## config.mk

```make
export PLATFORM = sky130hd
export DESIGN_NAME = count_display_driver
export DESIGN_NICKNAME = d
export VERILOG_FILES = /design/src/rtl/count_display_driver.sv
export SDC_FILE = /design/constraint.sdc
export NUM_CORES = 1
export LEC_CHECK = 0
export ABC_AREA = 1
export CAP_MARGIN = 5
export CORE_MARGIN = 2
export CORE_UTILIZATION = 40
export CTS_BUF_LIST = sky130_fd_sc_hd__clkbuf_16
export CTS_CLUSTER_DIAMETER = 30
export DETAILED_ROUTE_END_ITERATION = 6
export PLACE_DENSITY = 0.55
export SLEW_MARGIN = 0
export SYNTH_ARGS = -nofsm -noshare
export SYNTH_HDL_FRONTEND = slang
export SYNTH_SLANG_ARGS = --single-unit
```

## constraint.sdc

```tcl
create_clock -name clk -period 2.25 [get_ports clk]
set_clock_uncertainty 0.15 [all_clocks]
set_input_delay 0.225 -clock clk [delete_from_list [all_inputs] [get_ports clk]]
set_output_delay 0.225 -clock clk [all_outputs]
set_load 0.1 [all_outputs]
```

## src/rtl/count_display_driver.sv

```systemverilog
// Two-digit common-anode seven-segment driver: samples a counter value, converts it to BCD
// with a sequential double-dabble engine and scans the digits. Macro COUNT_DISP_LZB_EN blanks a zero tens digit.
module count_display_driver #(
  parameter int CNT_W       = 5,
  parameter int REFRESH_DIV = 50000
) (
  input  logic             clk,
  input  logic             reset_n,
  input  logic [CNT_W-1:0] count_in,
  input  logic             dir_in,
  input  logic             sample_en,
  output logic [6:0]       seg_n,
  output logic             dp_n,
  output logic [1:0]       an_n,
  output logic             conv_busy
);

  localparam int SH_W = CNT_W + 8;
  localparam int BC_W = $clog2(CNT_W + 1);
  localparam int RC_W = $clog2(REFRESH_DIV);
  localparam logic [RC_W-1:0] REFRESH_MAX = RC_W'(REFRESH_DIV - 1);
  localparam logic [BC_W-1:0] LAST_BIT    = BC_W'(CNT_W - 1);

  typedef enum logic [1:0] {
    ST_IDLE,
    ST_SHIFT,
    ST_DONE
  } state_t;

  function automatic logic [6:0] seg_decode(input logic [3:0] digit);
    logic [6:0] seg;
    case (digit)
      4'd0:    seg = 7'b1000000;
      4'd1:    seg = 7'b1111001;
      4'd2:    seg = 7'b0100100;
      4'd3:    seg = 7'b0110000;
      4'd4:    seg = 7'b0011001;
      4'd5:    seg = 7'b0010010;
      4'd6:    seg = 7'b0000010;
      4'd7:    seg = 7'b1111000;
      4'd8:    seg = 7'b0000000;
      4'd9:    seg = 7'b0010000;
      default: seg = 7'b1111111;
    endcase
    return seg;
  endfunction

  state_t           state_q, state_d;
  logic [CNT_W-1:0] hold_val_q, hold_val_d;
  logic             hold_dir_q, hold_dir_d;
  logic             pend_q, pend_d;
  logic [CNT_W-1:0] last_conv_q, last_conv_d;
  logic [CNT_W-1:0] conv_val_q, conv_val_d;
  logic [SH_W-1:0]  shreg_q, shreg_d;
  logic [BC_W-1:0]  bit_cnt_q, bit_cnt_d;
  logic [3:0]       ones_q, ones_d;
  logic [3:0]       tens_q, tens_d;
  logic [RC_W-1:0]  refresh_cnt_q, refresh_cnt_d;
  logic             sel_q, sel_d;
  logic [6:0]       seg_n_q, seg_n_d;
  logic             dp_n_q, dp_n_d;
  logic [1:0]       an_n_q, an_n_d;
  logic [SH_W-1:0]  adj;

  // Sample stage: a new value only triggers a conversion if it differs from what is displayed.
  always_comb begin
    hold_val_d = hold_val_q;
    hold_dir_d = hold_dir_q;
    pend_d     = pend_q;
    if (state_q == ST_IDLE && pend_q) begin
      pend_d = 1'b0;
    end
    if (sample_en) begin
      hold_val_d = count_in;
      hold_dir_d = dir_in;
      if (count_in != last_conv_q) begin
        pend_d = 1'b1;
      end
    end
  end

  // Add-3 correction on each BCD nibble ahead of the shift.
  assign adj[CNT_W-1:0] = shreg_q[CNT_W-1:0];
  generate
    for (genvar gi = 0; gi < 2; gi++) begin : g_nibble
      logic [3:0] nib;
      assign nib = shreg_q[CNT_W + 4*gi +: 4];
      assign adj[CNT_W + 4*gi +: 4] = (nib >= 4'd5) ? nib + 4'd3 : nib;
    end
  endgenerate

  always_comb begin
    state_d     = state_q;
    shreg_d     = shreg_q;
    bit_cnt_d   = bit_cnt_q;
    conv_val_d  = conv_val_q;
    ones_d      = ones_q;
    tens_d      = tens_q;
    last_conv_d = last_conv_q;
    case (state_q)
      ST_IDLE: begin
        if (pend_q) begin
          shreg_d    = {8'b0, hold_val_q};
          conv_val_d = hold_val_q;
          bit_cnt_d  = '0;
          state_d    = ST_SHIFT;
        end
      end
      ST_SHIFT: begin
        shreg_d   = adj << 1;
        bit_cnt_d = bit_cnt_q + 1'b1;
        if (bit_cnt_q == LAST_BIT) begin
          state_d = ST_DONE;
        end
      end
      ST_DONE: begin
        // Digits and last_conv commit together so a half-finished result is never shown.
        ones_d      = shreg_q[CNT_W +: 4];
        tens_d      = shreg_q[CNT_W + 4 +: 4];
        last_conv_d = conv_val_q;
        state_d     = ST_IDLE;
      end
      default: state_d = ST_IDLE;
    endcase
  end

  assign conv_busy = (state_q != ST_IDLE);

  // Scan stage runs freely; outputs are registered from the current digit select.
  always_comb begin
    refresh_cnt_d = refresh_cnt_q + 1'b1;
    sel_d         = sel_q;
    if (refresh_cnt_q == REFRESH_MAX) begin
      refresh_cnt_d = '0;
      sel_d         = ~sel_q;
    end

    seg_n_d = seg_decode(sel_q ? tens_q : ones_q);
`ifdef COUNT_DISP_LZB_EN
    if (sel_q && tens_q == 4'd0) begin
      seg_n_d = 7'h7F;
    end
`endif
    an_n_d = sel_q ? 2'b01 : 2'b10;
    dp_n_d = sel_q ? 1'b1 : ~hold_dir_q;
  end

  always_ff @(posedge clk) begin
    if (!reset_n) begin
      state_q       <= ST_IDLE;
      hold_val_q    <= '0;
      hold_dir_q    <= 1'b0;
      pend_q        <= 1'b0;
      last_conv_q   <= '0;
      conv_val_q    <= '0;
      shreg_q       <= '0;
      bit_cnt_q     <= '0;
      ones_q        <= '0;
      tens_q        <= '0;
      refresh_cnt_q <= '0;
      sel_q         <= 1'b0;
      seg_n_q       <= 7'h7F;
      dp_n_q        <= 1'b1;
      an_n_q        <= 2'b11;
    end else begin
      state_q       <= state_d;
      hold_val_q    <= hold_val_d;
      hold_dir_q    <= hold_dir_d;
      pend_q        <= pend_d;
      last_conv_q   <= last_conv_d;
      conv_val_q    <= conv_val_d;
      shreg_q       <= shreg_d;
      bit_cnt_q     <= bit_cnt_d;
      ones_q        <= ones_d;
      tens_q        <= tens_d;
      refresh_cnt_q <= refresh_cnt_d;
      sel_q         <= sel_d;
      seg_n_q       <= seg_n_d;
      dp_n_q        <= dp_n_d;
      an_n_q        <= an_n_d;
    end
  end

  assign seg_n = seg_n_q;
  assign dp_n  = dp_n_q;
  assign an_n  = an_n_q;

endmodule

```

* Word-level counts from Yosys, hierarchy flattened
Memories as Yosys holds them, arrays and structs flattened. A register that Yosys moved wholly into a read port is not among the register bits.
Cells that the tools add are included.
** Cells by class
- Add/subtract/negate cells :: 4
- Multipliers :: 0
- Div/mod/pow operators :: 0
- Magnitude comparators :: 2
- Eq/ne operators :: 7
- Shifts and indexed selects :: 0
- Mux-type cells :: 14
- Bitwise gates (word level) :: 3
- Reduce and logical (&&, ||, !) cells :: 10
** Operators with widths (number)
- $pmux W13 S2 :: 1
- $add A16 B1 Y16 const B :: 1
- $eq A16 B16 Y1 const B :: 1
- $mux W13 :: 1
- $ge A4 B3 Y1 const B :: 2
- $mux W4 :: 2
- $mux W2 :: 3
- $mux W3 :: 2
- $pmux W3 S2 :: 1
- $reduce_and A2 Y1 :: 3
- $ne A5 B5 Y1 :: 1
- $add A4 B2 Y4 const B :: 1
- $ne A2 B2 Y1 const B :: 2
- $pmux W2 S2 :: 1
- $reduce_bool A2 Y1 :: 2
- $reduce_or A2 Y1 :: 2
- $add A3 B1 Y3 const B :: 1
- $add A3 B2 Y3 const B :: 1
- $eq A3 B3 Y1 const B :: 1
- $mux W1 :: 3
- $not A1 Y1 :: 3
- $eq A2 B1 Y1 const B :: 1
- $eq A2 B2 Y1 const B :: 1
- $logic_not A2 Y1 :: 1
- 2 further kinds :: 2
** Storage, ports and cells
- Register bits after elaboration :: 63
- Latch bits :: 0
- Bits in writable memories :: 0
- Bits in read-only memories :: 112
- Bits of input ports :: 9
- Output and inout port bits :: 11
- Logic and storage cells :: 55
- Memories kept :: 1
** Memories
- (name not given) :: words 16, width 7, read ports 1, clocked after memory_dff 1, wr ports 0, line 32 : case (digit)

* Logic depth before layout (Yosys ltp)
Gate-level depths: netlist of run 1.
- Word-level depth :: 5
- Mapped depth :: 10
- Gate-level depth less buffers :: 9

* Least setup slack after synthesis of run 1
Ideal clock, no wire load.
- Path type :: register to register
- Start :: register state_q[0]
- End :: register shreg_q[4]
- Setup time :: 0.133 ns
- Data arrival time :: 1.366 ns
- Data required time :: 1.967 ns
- Setup slack :: 0.601 ns
- Cell stages (with the launch flop) :: 8
- Path buffers :: 1
- Period minus slack after synthesis :: 1.649 ns
- Path through :: dfxtp_1 inv_2 nand2_2 nor2_4 nor2_8 buf_6 nand2_1 a31oi_1
** Between the ends
- Word-level cells in the longest chain between the ends :: 3
- Elaborated cells on any way between the ends :: 6
- Those cells by class :: eq/ne (2); mux (1); reduce/logical (3)
** RTL lines
- from (decl) :: line 48 : state_t state_q, state_d;
- from (signal assigned) :: line 166 : state_q <= state_d;
- $eq A2 B1 Y1 / $logic_not A2 Y1 (equally long branches) :: line 100 : case (state_q)
- $reduce_bool A2 Y1 (no source line) / $ne A2 B2 Y1 (equally long branches)
- $reduce_and A2 Y1 (no source line)
- to (signal assigned) :: line 172 : shreg_q <= shreg_d;
- to (decl) :: line 54 : logic [SH_W-1:0] shreg_q, shreg_d;
Several ways; a longest one is shown, not always the timed one.
A chain may end at the register's enable or synchronous reset.

* Worst setup path in the final report of run 1
- Start :: register sel_q
- End :: register seg_n_q[0] (netlist: seg_n[0])
** Between the ends
- Word-level cells in the longest chain between the ends :: 1
** RTL lines
- from (decl) :: line 59 : logic sel_q, sel_d;
- from (signal assigned) :: line 177 : sel_q <= sel_d;
- $mux W4 :: line 138 : seg_n_d = seg_decode(sel_q ? tens_q : ones_q);
- to (decl) :: line 60 : logic [6:0] seg_n_q, seg_n_d;
Every way passes these cells.

==> metrics list, run 1 <==
* Standby leakage power: approximately 1.4 nW
- Data on the critical path is required at its endpoint by 2.31 ns.
- Most area-consuming cells after synthesis: dfxtp_1, nand2_1, a21oi_1
- The number of max-slew violations in the final report is 0.
* Final standard cell count with taps included and fillers excluded: 539
* Post-DP HPWL: between 4000 and 5000 µm
- Adding up every negative setup slack in the final design gives 0 ns.
* Ordered cell list for the critical path: o21ai_0, inv_1, ha_1, o21ai_0, inv_1, o21ai_0, nand2_1
* Power density cells: 752 nW/µm²
- Of the cells placed in the final design, the portion with a size suffix greater than 1 is 13.0%.
* Number of cells upsized or downsized after cts: 0
- Number of port buffers: 19
- Clock latency reported for the late side of the worst-skew pair: between 0.3 and 0.4 ns
- Across the run, the number of max-cap violations was 0.
- Antenna violations before repair: 0
- Row generation in the floorplan step produced 32 rows.
* Relative slew margins: 66.1%
- After detailed routing, the number of vias per cell comes to roughly 4.8.
* Sequential cell area in the final layout: 1400 µm²
- Synthesis inferred 70 register bits.
* Count of flip-flops with a built-in enable after synthesis: 0
* Number of buffers inserted by post-CTS setup repair: 0
- The run finished with clean final reports.
- Area taken by multi-input logic gates: 1470 µm²
- Worst setup path class: reg2reg
- Yosys printed 0 warnings.
- Floorplan die height: around 93 µm
- Max stage delay cell, worst path: dfxtp_1
- For the finished layout, the period the worst path requires is roughly 1.8 ns.
- Once placement completed, the tool counted placed cells totaling around 520.
- First-pass iteration count of the detailed router: 4
- 0 antenna diodes ended up in the layout.
- For the pin with the worst max-slew slack, the measured transition is approximately 0.51 ns.
- Among the stages of the critical path, the cell type that occurs most often is o21ai_0.
- The longest clock path from root to sink contains 2 buffers.
* Unique cell type count in the Yosys netlist: 34
- CTS tree: yes
- Static timing analysis puts the maximum clock frequency at 567 MHz.
- The number of nets handed over by synthesis was 432.
- H-tree levels: 3
- The number of cells on the worst reg-to-reg path is 7.
- In the final routed layout, each cell accounts on average for approximately 12 µm.
- Clock transition at the register clock pins on the worst setup and hold paths after CTS: 0.05 ns
- Dominant synthesized flop cell: dfxtp_1
- Die width: between 90 and 100 µm
- CTS placed an instance of clkbuf_16 at the clock tree root.
- Violation count after the first detailed-route iteration: 101
- Post-Syn Instances: 411
* Multiplexer share of the synthesized area: 0%
* Seq/Total Area, Yosys: between 40 and 50%
- The floorplan step defined a die boundary enclosing 8580 µm².
* Most instantiated library cell after synthesis: nand2_1
* Cell count of the worst hold path: 1
* DRT antenna net count: 0
* Pin count of the biggest net entering global routing: 27
- Main combinational cell family by area after synthesis: simple AND/OR/NAND/NOR gates
- After synthesis the cells add up to between 3000 and 4000 µm².
- Critical Path Sink Type: flop
- Relative area change from synthesis to final layout: 15.6%
* Worst hold path class: reg2reg
* Initial core utilization: 40.9%
- The synthesized netlist devotes 4.78% of its cell area to adder and majority cells.
- Xor and xnor area share after synthesis: 1.39%
- Via count: 2612
* Fin util: 47.3%
- Setup-failing EPs final: 0
- Global-route wire length before repair: 11300 µm
- Fill cell total of the finished layout: 813
- After global routing the overflow that remains totals 0.
- TritonCTS Buffers: 9
- Commonest cells in the netlist: nand2_1, dfxtp_1, inv_1
- Wire length after detailed routing: 6240 µm
* Core Area: 7690 µm²
* Vias in the first global route: 2560
- After detailed routing, the number of remaining DRC violations is 0.
- The biggest area contributor in the post-synthesis netlist is dfxtp_1.
- Tot GR Track Use: 16.5%
* Top Ports: 20
- Gpl congestion: 0.850
- Share of Yosys cell area claimed by the top area cell type: around 45%
- Post-synth ARST share: 0%
- After Yosys synthesis, and, or, nand and nor cells account for 25.4% of the synthesized area.
* Sort of element at the start of the critical path: flop
* Crit-path max cell delay: 0.40 ns
- After clock tree synthesis, the flow added hold-fix buffers numbering 0.
- For flop-to-flop paths, the worst setup slack is slightly below 0.5 ns.
- Synthesized-area fraction occupied by ao, oa, aoi and oai cells: between 15 and 20%
* Number of nets in the layout: 453
- Unrepaired setup endpoints after global routing: false
- Critical Path Fanout Max: 9
* Average size of a mapped cell: 7.65 µm²
- The worst-case IR drop observed on VDD is 0.333 mV.
- Endpoint arrival time on the critical path: 1.83 ns
- The final count of hold timing violations came to 0.
- TritonCTS sink count: 70
- Period utilization: 78.4%
==> registers in the layout, indices dropped and copies added (netlist names) <==
name	count
an_n	2
bit_cnt_q	3
conv_val_q	5
dp_n	1
hold_dir_q	1
hold_val_q	5
last_conv_q	5
ones_q	4
pend_q	1
refresh_cnt_q	16
seg_n	7
sel_q	1
shreg_q	13
state_q	2
tens_q	4
==> where the power goes <==
group	internal [W]	leakage, nW	switching [W]
logic	0.0000603	0.727	0.000160
registers	0.00127	0.570	0.0000165
clock network	0.000726	0.135	0.000500
total	0.00206	1.43	0.000676
==> cell usage in the layout, fill, tap and decap left out, types with 2 or more instances in the layout <==
master and n:
o21ai_0 30, nand2_2 3, nor2_4 2, a22oi_1 2, xor2_1 2, xnor2_1 3, nand2_1 97, clkdlybuf4s50_1 8
nor3_1 3, nor2_1 31, dfxtp_1 70, buf_4 14, nand4_1 11, clkinv_2 3, nand3_2 3, a31oi_1 4
o211ai_1 3, nor2_2 6, nand3_1 15, a21oi_2 5, a21oi_1 38, inv_1 47, inv_2 6, clkbuf_16 9
ha_1 12
==> final timing paths <==
| check | start | endpoint |
|---|---|---|
| max | sel_q | seg_n[0] |
| min | hold_dir_q | dp_n |
| max reg2reg | sel_q | seg_n[0] |
| min reg2reg | hold_dir_q | dp_n |
==> final cells by class <==
type	instances	share of cell area (%)
Clock buffer	9	6.20
Clock inverter	7	0.929
Inverter	51	5.27
Multi-Input combinational cell	278	40.4
Sequential cell	70	38.6
Tap cell	102	3.51
Timing Repair Buffer	22	5.09
==> critical path: cells and delay by family, from the launching register on <==
kind / cells / cell delay, ns
AND/OR/NAND/NOR: 1 / 0.06
buffers and inverters: 2 / 0.22
AO/OA/AOI/OAI: 3 / 0.62
adder cells (fa/ha/maj): 1 / 0.20
flip-flops: 1 / 0.40
==> through the flow <==
step	hold WS (ns)	setup WS (ns)	total power, W	instance area [µm²]
floorplan	0.210	0.601	0.00149	3140
global placement	0.290	0.574	0.00154	3380
detailed placement	0.292	0.509	0.00154	3380
CTS	0.307	0.490	0.00277	3630
global route	0.317	0.216	0.00285	3630
finish	0.303	0.485	0.00273	3630
==> cell families after synthesis <==
family                     Yosys count
and+or+nand+nor                    176
AOI/OAI and AO/OA                   85
DFF                                 70
buffers and inverters               63
adders and majority gates           12
xor gates and xnor gates             5
==> routing by layer <==
metal	vias to the layer above	track usage, %	wire [µm]	part of all wire, %
li1	1374	-	-	-
met1	1169	21.2	3100	50
met2	57	26.3	2790	45
met3	12	3.01	227	3.6
met4	0	8.70	129	2.1
met5	-	0	0	0
Note: power is estimated with default switching activity, not from simulation.
==> inputs of run 2 (changes only) <==
==> constraint.sdc (replaced) <==
create_clock -name clk -period 1.7 [get_ports clk]
set_clock_uncertainty 0.15 [all_clocks]
set_input_delay 0.17 -clock clk [delete_from_list [all_inputs] [get_ports clk]]
set_output_delay 0.17 -clock clk [all_outputs]
set_load 0.1 [all_outputs]
==> run 2 against run 1 <==
Against the previous run: hold slack lost 0.018 ns; via count shrank 1.7%; critical path depth grew 1; flip-flop and latch count is the same; combinational power grew 50%; register-to-register slack lost 0.34 ns; routed wire length shrank 1.2%; global-route usage shrank 0.52 points.
==> metrics list, run 2 (synthesis gave the netlist of run 1 again) <==
* CTS tree: yes
- For the worst setup path, the data required time is 1.77 ns.
- Placed cells: 530
- 20 I/O pins were placed.
- Min-Delay Endpoint: dp_n
* Total of max-cap violations: 0
* Hold buffer count at cts: 0
- For this configuration, the core starts out at a cell density of 40.9%.
* Slew Viols, Final: 0
- The clock net in this run drives a total of 70 sinks.
- Before antenna repair, the detailed router went through 4 iterations.
- Cell count of the worst hold path: 1
- Final standard cell count with taps included and fillers excluded: 546
- Setup slack of the worst register-to-register path: 0.14 ns
- The top cell types in the final layout, fill and taps aside, are nand2_1, dfxtp_1, inv_1, a21oi_1, nor2_1.
* Standby leakage power: 1.54 nW
* Critical Path Fanout Max: 6
- Headroom to the max-slew limit came out at 70.8%.
- The wire-length estimate of the detail-placed layout is 4420 µm.
- Critical path buffer and inverter count: 2
- The congestion estimate from routability-driven global placement came to between 0.8 and 0.9.
- Counting along the longest clock path gives a buffer depth of 2.
- Clock latency on the worst-skew pair, taken at its later pin, is ~0.33 ns.
* Core Area: slightly below 8000 µm²
- Die width: just over 90 µm
- Hold path startpoint: hold_dir_q
- The routed design could run at a clock period as short as 1.56 ns.
- Met2 Routed Length: 2670 µm
* R2r endpoint: seg_n[0]
- For the pin with the worst max-slew slack, the measured transition is around 0.44 ns.
- Timing would allow up to 642 MHz.
- Register with the most flip-flops: refresh_cnt_q
- The register with the most flip-flops in the layout has 16 of them.
* Most common cell after layout, fill and taps aside: nand2_1
* Number of cells upsized or downsized after cts: 0
* Clock transition at the register clock pins on the worst setup and hold paths after CTS: 0.06 ns
- The worst setup path is captured at a flop.
- Proportion of layout cells with a drive suffix above 1: 14.6%
- Most frequent cell on the critical path: o21ai_0
* Avg WL per Cell: 11.3 µm
- Worst hold path class: reg2reg
- R2R Path Start: sel_q
- Run status: finished, final reports clean
- Traced cell by cell, the critical path runs through nand2_1, o21ai_0, inv_1, ha_1, o21ai_0, inv_1, o21ai_0, nand2_1.
- Number of buffers inserted by post-CTS setup repair: 0
- The area growth from synthesis to layout is 22.7%.
- Buffers inserted during clock tree synthesis total 9.
- The worst setup path is of the reg2reg kind.
- Global-route wire length before repair: about 11000 µm
- At the end of the flow the core is filled with cells to between 50% and 60%.
- The number of global-route vias before repair is around 2400.
- In the routed design, unresolved DRC markers number 0.
- Antenna diode count: 0
- Endpoint arrival time on the critical path: 1.63 ns
- Number of core rows: 32
* Fill cell total of the finished layout: about 770
- Setup violations remaining at the end of the flow were counted as 0.
- Number of nets in the layout: 460
- Buffers placed on the I/O ports in this run total 19.
- Total congestion overflow after global routing: 0
- In this run the remaining antenna-violating nets after routing total 0.
* Area taken by multi-input logic gates: around 1500 µm²
* Wire length after detailed routing: between 6000 and 7000 µm
- Pin count of the biggest net entering global routing: 23
* Crit-path max cell delay: 0.42 ns
* Tot GR Track Use: ~16%
* DR WL met3: 218 µm
- Sequential cell area in the final layout: 1400 µm²
- For this design, the slowest cell found on the critical path is dfxtp_1.
- The die covers 8580 µm².
- For this block, wires on met1 add up to 3200 µm.
- Antenna violations before repair: 0
- Largest vdd supply drop: roughly 0.58 mV
- The H-tree was split into 3 levels.
* Highest metal layer with signal wires: met4
* Kind of cell with the highest combined delay on the critical path: flip-flops
* Floorplan die height: 92.6 µm
- Unrepaired setup endpoints after global routing: false
- The final count of hold timing violations was 0.
- CTS root buffer: clkbuf_16
- Of the available clock period, the critical path in the final layout requires between 90% and 100%.
* Final TNS setup: 0 ns
* Worst reg2reg path depth: 8
- For this block, the initial DRC count from the detailed router was 110.
- Overall power: 0.00381 W
- Summing over every cut layer, the via total after detailed routing is 2568.
* Min Hold Slack: 0.285 ns
- Power density cells: 987 nW/µm²
- Using the TritonRoute via totals, the vias-per-cell ratio works out to 4.70.
- Sort of element at the start of the critical path: flop
-- run 2: metrics by stage --
stage                     instance area (µm²)  setup WS, ns
after global placement                   3570         0.186
after global routing                     3860       0.00470
after detailed placement                 3570         0.134
after floorplan                          3140        0.0513
final                                    3860         0.143
after CTS                                3850         0.131
-- run 2: worst max-delay path by stage --
stage | startpoint | endpoint | cells past startpoint | slack, ns
3_5_place_dp | refresh_cnt_q[0] | refresh_cnt_q[7] | 6 | 0.13
2_1_floorplan | state_q[0] | shreg_q[4] | 7 | 0.05
6_report | sel_q | seg_n[0] | 8 | 0.14
4_1_cts | refresh_cnt_q[0] | refresh_cnt_q[7] | 6 | 0.13
3_3_place_gp | refresh_cnt_q[0] | refresh_cnt_q[15] | 6 | 0.19
5_1_grt | sel_q | seg_n[0] | 7 | 0.005
-- run 2: routing by layer --
layer	global-route usage, %	vias up
met4	5.88	0
met2	24.3	35
met5	0	-
met1	21.9	1137
li1	-	1389
met3	4.15	7
-- run 2: area by class of cell --
type / count / area share, %
multi-input combinational: 278 / 38.3
sequential: 70 / 36.3
timing repair buffer: 29 / 9.73
clock buffer: 9 / 5.84
inverter: 51 / 4.96
tap: 102 / 3.31
clock inverter: 7 / 1.49
-- run 2: worst register-to-register path, delay by kind of cell, from the launching register on --
family | cells | cell delay (ns)
buffers and inverters | 2 | 0.19
flip-flops | 1 | 0.42
AND/OR/NAND/NOR | 2 | 0.13
adder cells (fa/ha/maj) | 1 | 0.18
AO/OA/AOI/OAI | 3 | 0.38
-- run 2: report_power, final --
| group | internal, W | switching [W] | total (W) |
|---|---|---|---|
| logic | 0.000117 | 0.000213 | 0.000331 |
| clock network | 0.00111 | 0.000656 | 0.00177 |
| registers | 0.00168 | 0.0000258 | 0.00171 |
==> inputs of run 3 (changes only) <==
--- a/config.mk
+++ b/config.mk
@@ -8,11 +8,11 @@
 export ABC_AREA = 1
 export CAP_MARGIN = 5
 export CORE_MARGIN = 2
-export CORE_UTILIZATION = 40
+export CORE_UTILIZATION = 25
 export CTS_BUF_LIST = sky130_fd_sc_hd__clkbuf_16
 export CTS_CLUSTER_DIAMETER = 30
 export DETAILED_ROUTE_END_ITERATION = 6
-export PLACE_DENSITY = 0.55
+export PLACE_DENSITY = 0.37
 export SLEW_MARGIN = 0
 export SYNTH_ARGS = -nofsm -noshare
 export SYNTH_HDL_FRONTEND = slang
==> run 3 against run 2 <==
Against the previous run: via count rose by 2.6%; global-route usage fell by 4.2 points; utilization fell by 18 points; die area rose by 57%; clock power fell by 8%; hold slack got worse by 0.0025 ns; sequential share of layout area fell by 0.64 points; routed wire length rose by 14%; first-iteration DRC count fell by 0.91%; maximum frequency rose by 0.70%; final cell count rose by 12%; flip-flop and latch count did not move.
==> metrics list, run 3 (synthesis gave the netlist of run 1 again) <==
* Run status: finished, final reports clean
- Setup-failing EPs final: 0
* Final TNS setup: 0 ns
* Crit-path max cell delay: 0.36 ns
- First-pass iteration count of the detailed router: 4
- In this run the tightest slew margin relative to its limit is 70.8%.
- Using the TritonRoute via totals, the vias-per-cell ratio works out to roughly 4.3.
- Number of buffers inserted by post-CTS setup repair: 0
- Critical Path Sink Type: flop
- Minimum clock period: about 1.5 ns
- Number of core rows: 40
- Worst setup path class: reg2reg
- Fin util: 32.3%
* Gpl congestion: 0.810
- The worst hold path begins at count_in[4].
* Period utilization: about nine tenths
- 0 antenna diodes ended up in the layout.
- Leaving out fill and tap cells, the most frequent cell in the layout is nand2_1.
- Sort of element at the start of the critical path: flop
- For this run, global-route usage on met3 was measured as 2.85%.
- Unrepaired setup endpoints after global routing: false
- Die width: approximately 120 µm
- Top Ports: 20
* Tot GR Track Use: around an eighth
* Final standard cell count with taps included and fillers excluded: 610
- Total congestion overflow after global routing: 0
- The sequential cells in the finished layout cover a total of around 1400 µm².
- Wire length after detailed routing: 7060 µm
- Core Area: 12200 µm²
- For met1 alone, demand over resource in global routing was 15.1%.
- Worst hold path class: in2reg
- Measured in cells, the most critical reg-to-reg path has a length of 6.
- For this run, the post-layout net count is 460.
- In this design, the critical path's most frequently occurring cell is nand3_2.
- Clock tree synthesis selected as its root buffer the cell clkbuf_16.
- Once placement finished, the instance area stood at 3670 µm².
- The number of max-slew violations in the final report came to 0.
- Cell count of the worst hold path: 3
- Prior to clock tree synthesis, the placed netlist has a worst setup slack of 0.0989 ns.
- Setup slack on the critical path of the routed design comes to 0.154 ns.
- The final count of hold timing violations came to 0.
- Power density cells: just over 900 nW/µm²
* Max reg flops: 16
- The post-route netlist has 14.3% of its cells at a drive strength greater than 1.
* Violation count after the first detailed-route iteration: 109
- Max Clock Freq: ~650 MHz
- Number of port buffers: 19
- H-tree levels: 3
* Floorplan die height: ~120 µm
* Min-Delay Endpoint: hold_val_q[4]
- The analysis attributes to cell leakage a power of 1.53 nW.
- The initial antenna violation count came to 0.
- In the final routed layout, each cell accounts on average for 11.6 µm.
- Routing usage on met2: between 10% and 20%
* Initial core utilization: 25.8%
- In this run the deepest clock path goes through 2 buffers.
* Post-DP HPWL: 4930 µm
- Slew @ Worst Pin: 0.437 ns
* CTS tree: yes
- The layer flagged by global routing as most heavily used is met2.
* Total of max-cap violations: 0
* DRT antenna net count: 0
* Clock transition at the register clock pins on the worst setup and hold paths after CTS: 0.05 ns
- The die covers 13500 µm².
- The top cell types in the final layout, fill and taps aside, are nand2_1, dfxtp_1, inv_1, a21oi_1, nor2_1.
* Largest vdd supply drop: 0.461 mV
* Placed cells: just under 600
* Required time worst endpoint: 1.77 ns
- The tree built by TritonCTS fans out to 70 sinks.
- The setup check on the worst reg-to-reg path leaves a slack of 0.15 ns.
- Walking the worst path, the cells encountered are ha_1, nand3_2, nor2_1, nand3_2, nand2_8, a21oi_1.
- The endpoint identified for the worst register-to-register timing path is refresh_cnt_q[9].
- Max stage delay cell, worst path: dfxtp_1
* R2R Path Start: refresh_cnt_q[0]
* Register with the most flip-flops: refresh_cnt_q
- From synthesis to final layout, the design area changed by 25.0%.
- TritonCTS Buffers: 9
- In the final layout, the multi-input gates occupy 1480 µm².
- Critical Path Fanout Max: 16
- DRC errors left: 0
- At the worst endpoint, the arrival time is 1.61 ns.
- Entering global routing, the biggest net connects 25 pins.
- The finished cells cover 3930 µm².
- Global-route wire length before repair: 12200 µm
* Fill cell total of the finished layout: 1298
- Vias in the first global route: 2514
- Via count: 2636
- At the later pin of the worst-skew pair, clock insertion delay measures 0.33 ns.
## run 3: changes by cell type in the layout (fill, tap and decap cells not counted), sizes merged
cell / delta
clkinv: -1
bufinv: -1
## run 3: repair_timing
item,in CTS,in global routing
hold buffers,0,0
setup endpoints to repair,0,14
resized for setup,0,3
## run 3: power by group
group | internal [W] | leakage (nW) | switching, W | total (W)
Sequential | 0.00168 | 0.571 | 0.0000266 | 0.00171
Combinational | 0.000124 | 0.826 | 0.000220 | 0.000344
Clock | 0.000948 | 0.131 | 0.000669 | 0.00162
## run 3: worst max path at each step
stage	slack, ns	to	start	depth (start not counted)
finish	0.15	refresh_cnt_q[9]	refresh_cnt_q[0]	6
global route	0.007	refresh_cnt_q[15]	refresh_cnt_q[0]	6
CTS	0.09	refresh_cnt_q[9]	refresh_cnt_q[0]	6
detailed placement	0.1	refresh_cnt_q[15]	refresh_cnt_q[0]	6
global placement	0.15	seg_n[0]	sel_q	8
floorplan	0.05	shreg_q[4]	state_q[0]	7
## run 3: stage by stage
step                hold WS (ns)  power, W
CTS                        0.278   0.00374
detailed placement         0.302   0.00209
floorplan                  0.155   0.00197
global route               0.289   0.00383
global placement           0.286   0.00209
finish                     0.283   0.00367
## run 3: cell type report
class	instances	area share (%)
repair buffers	29	10.2
inverters	51	4.87
well taps	168	5.35
flip-flops and latches	70	35.7
multi-input cells	278	37.6
clock inverters	5	0.541
clock buffers	9	5.73
## run 3: metal layers
metal / share of wire [%] / up-vias / wire length [µm]
li1: - / 1387 / -
met2: 44 / 35 / 3100
met4: 2.9 / 0 / 205
met5: 0 / - / 0
met1: 50 / 1198 / 3520
met3: 3.3 / 16 / 231
## run 3: critical path, delay by kind of cell (launching register included)
kind	cells	cell delay, ns
AO/OA/AOI/OAI	1	0.06
adder cells (fa/ha/maj)	1	0.22
AND/OR/NAND/NOR	4	0.64
flip-flops	1	0.36
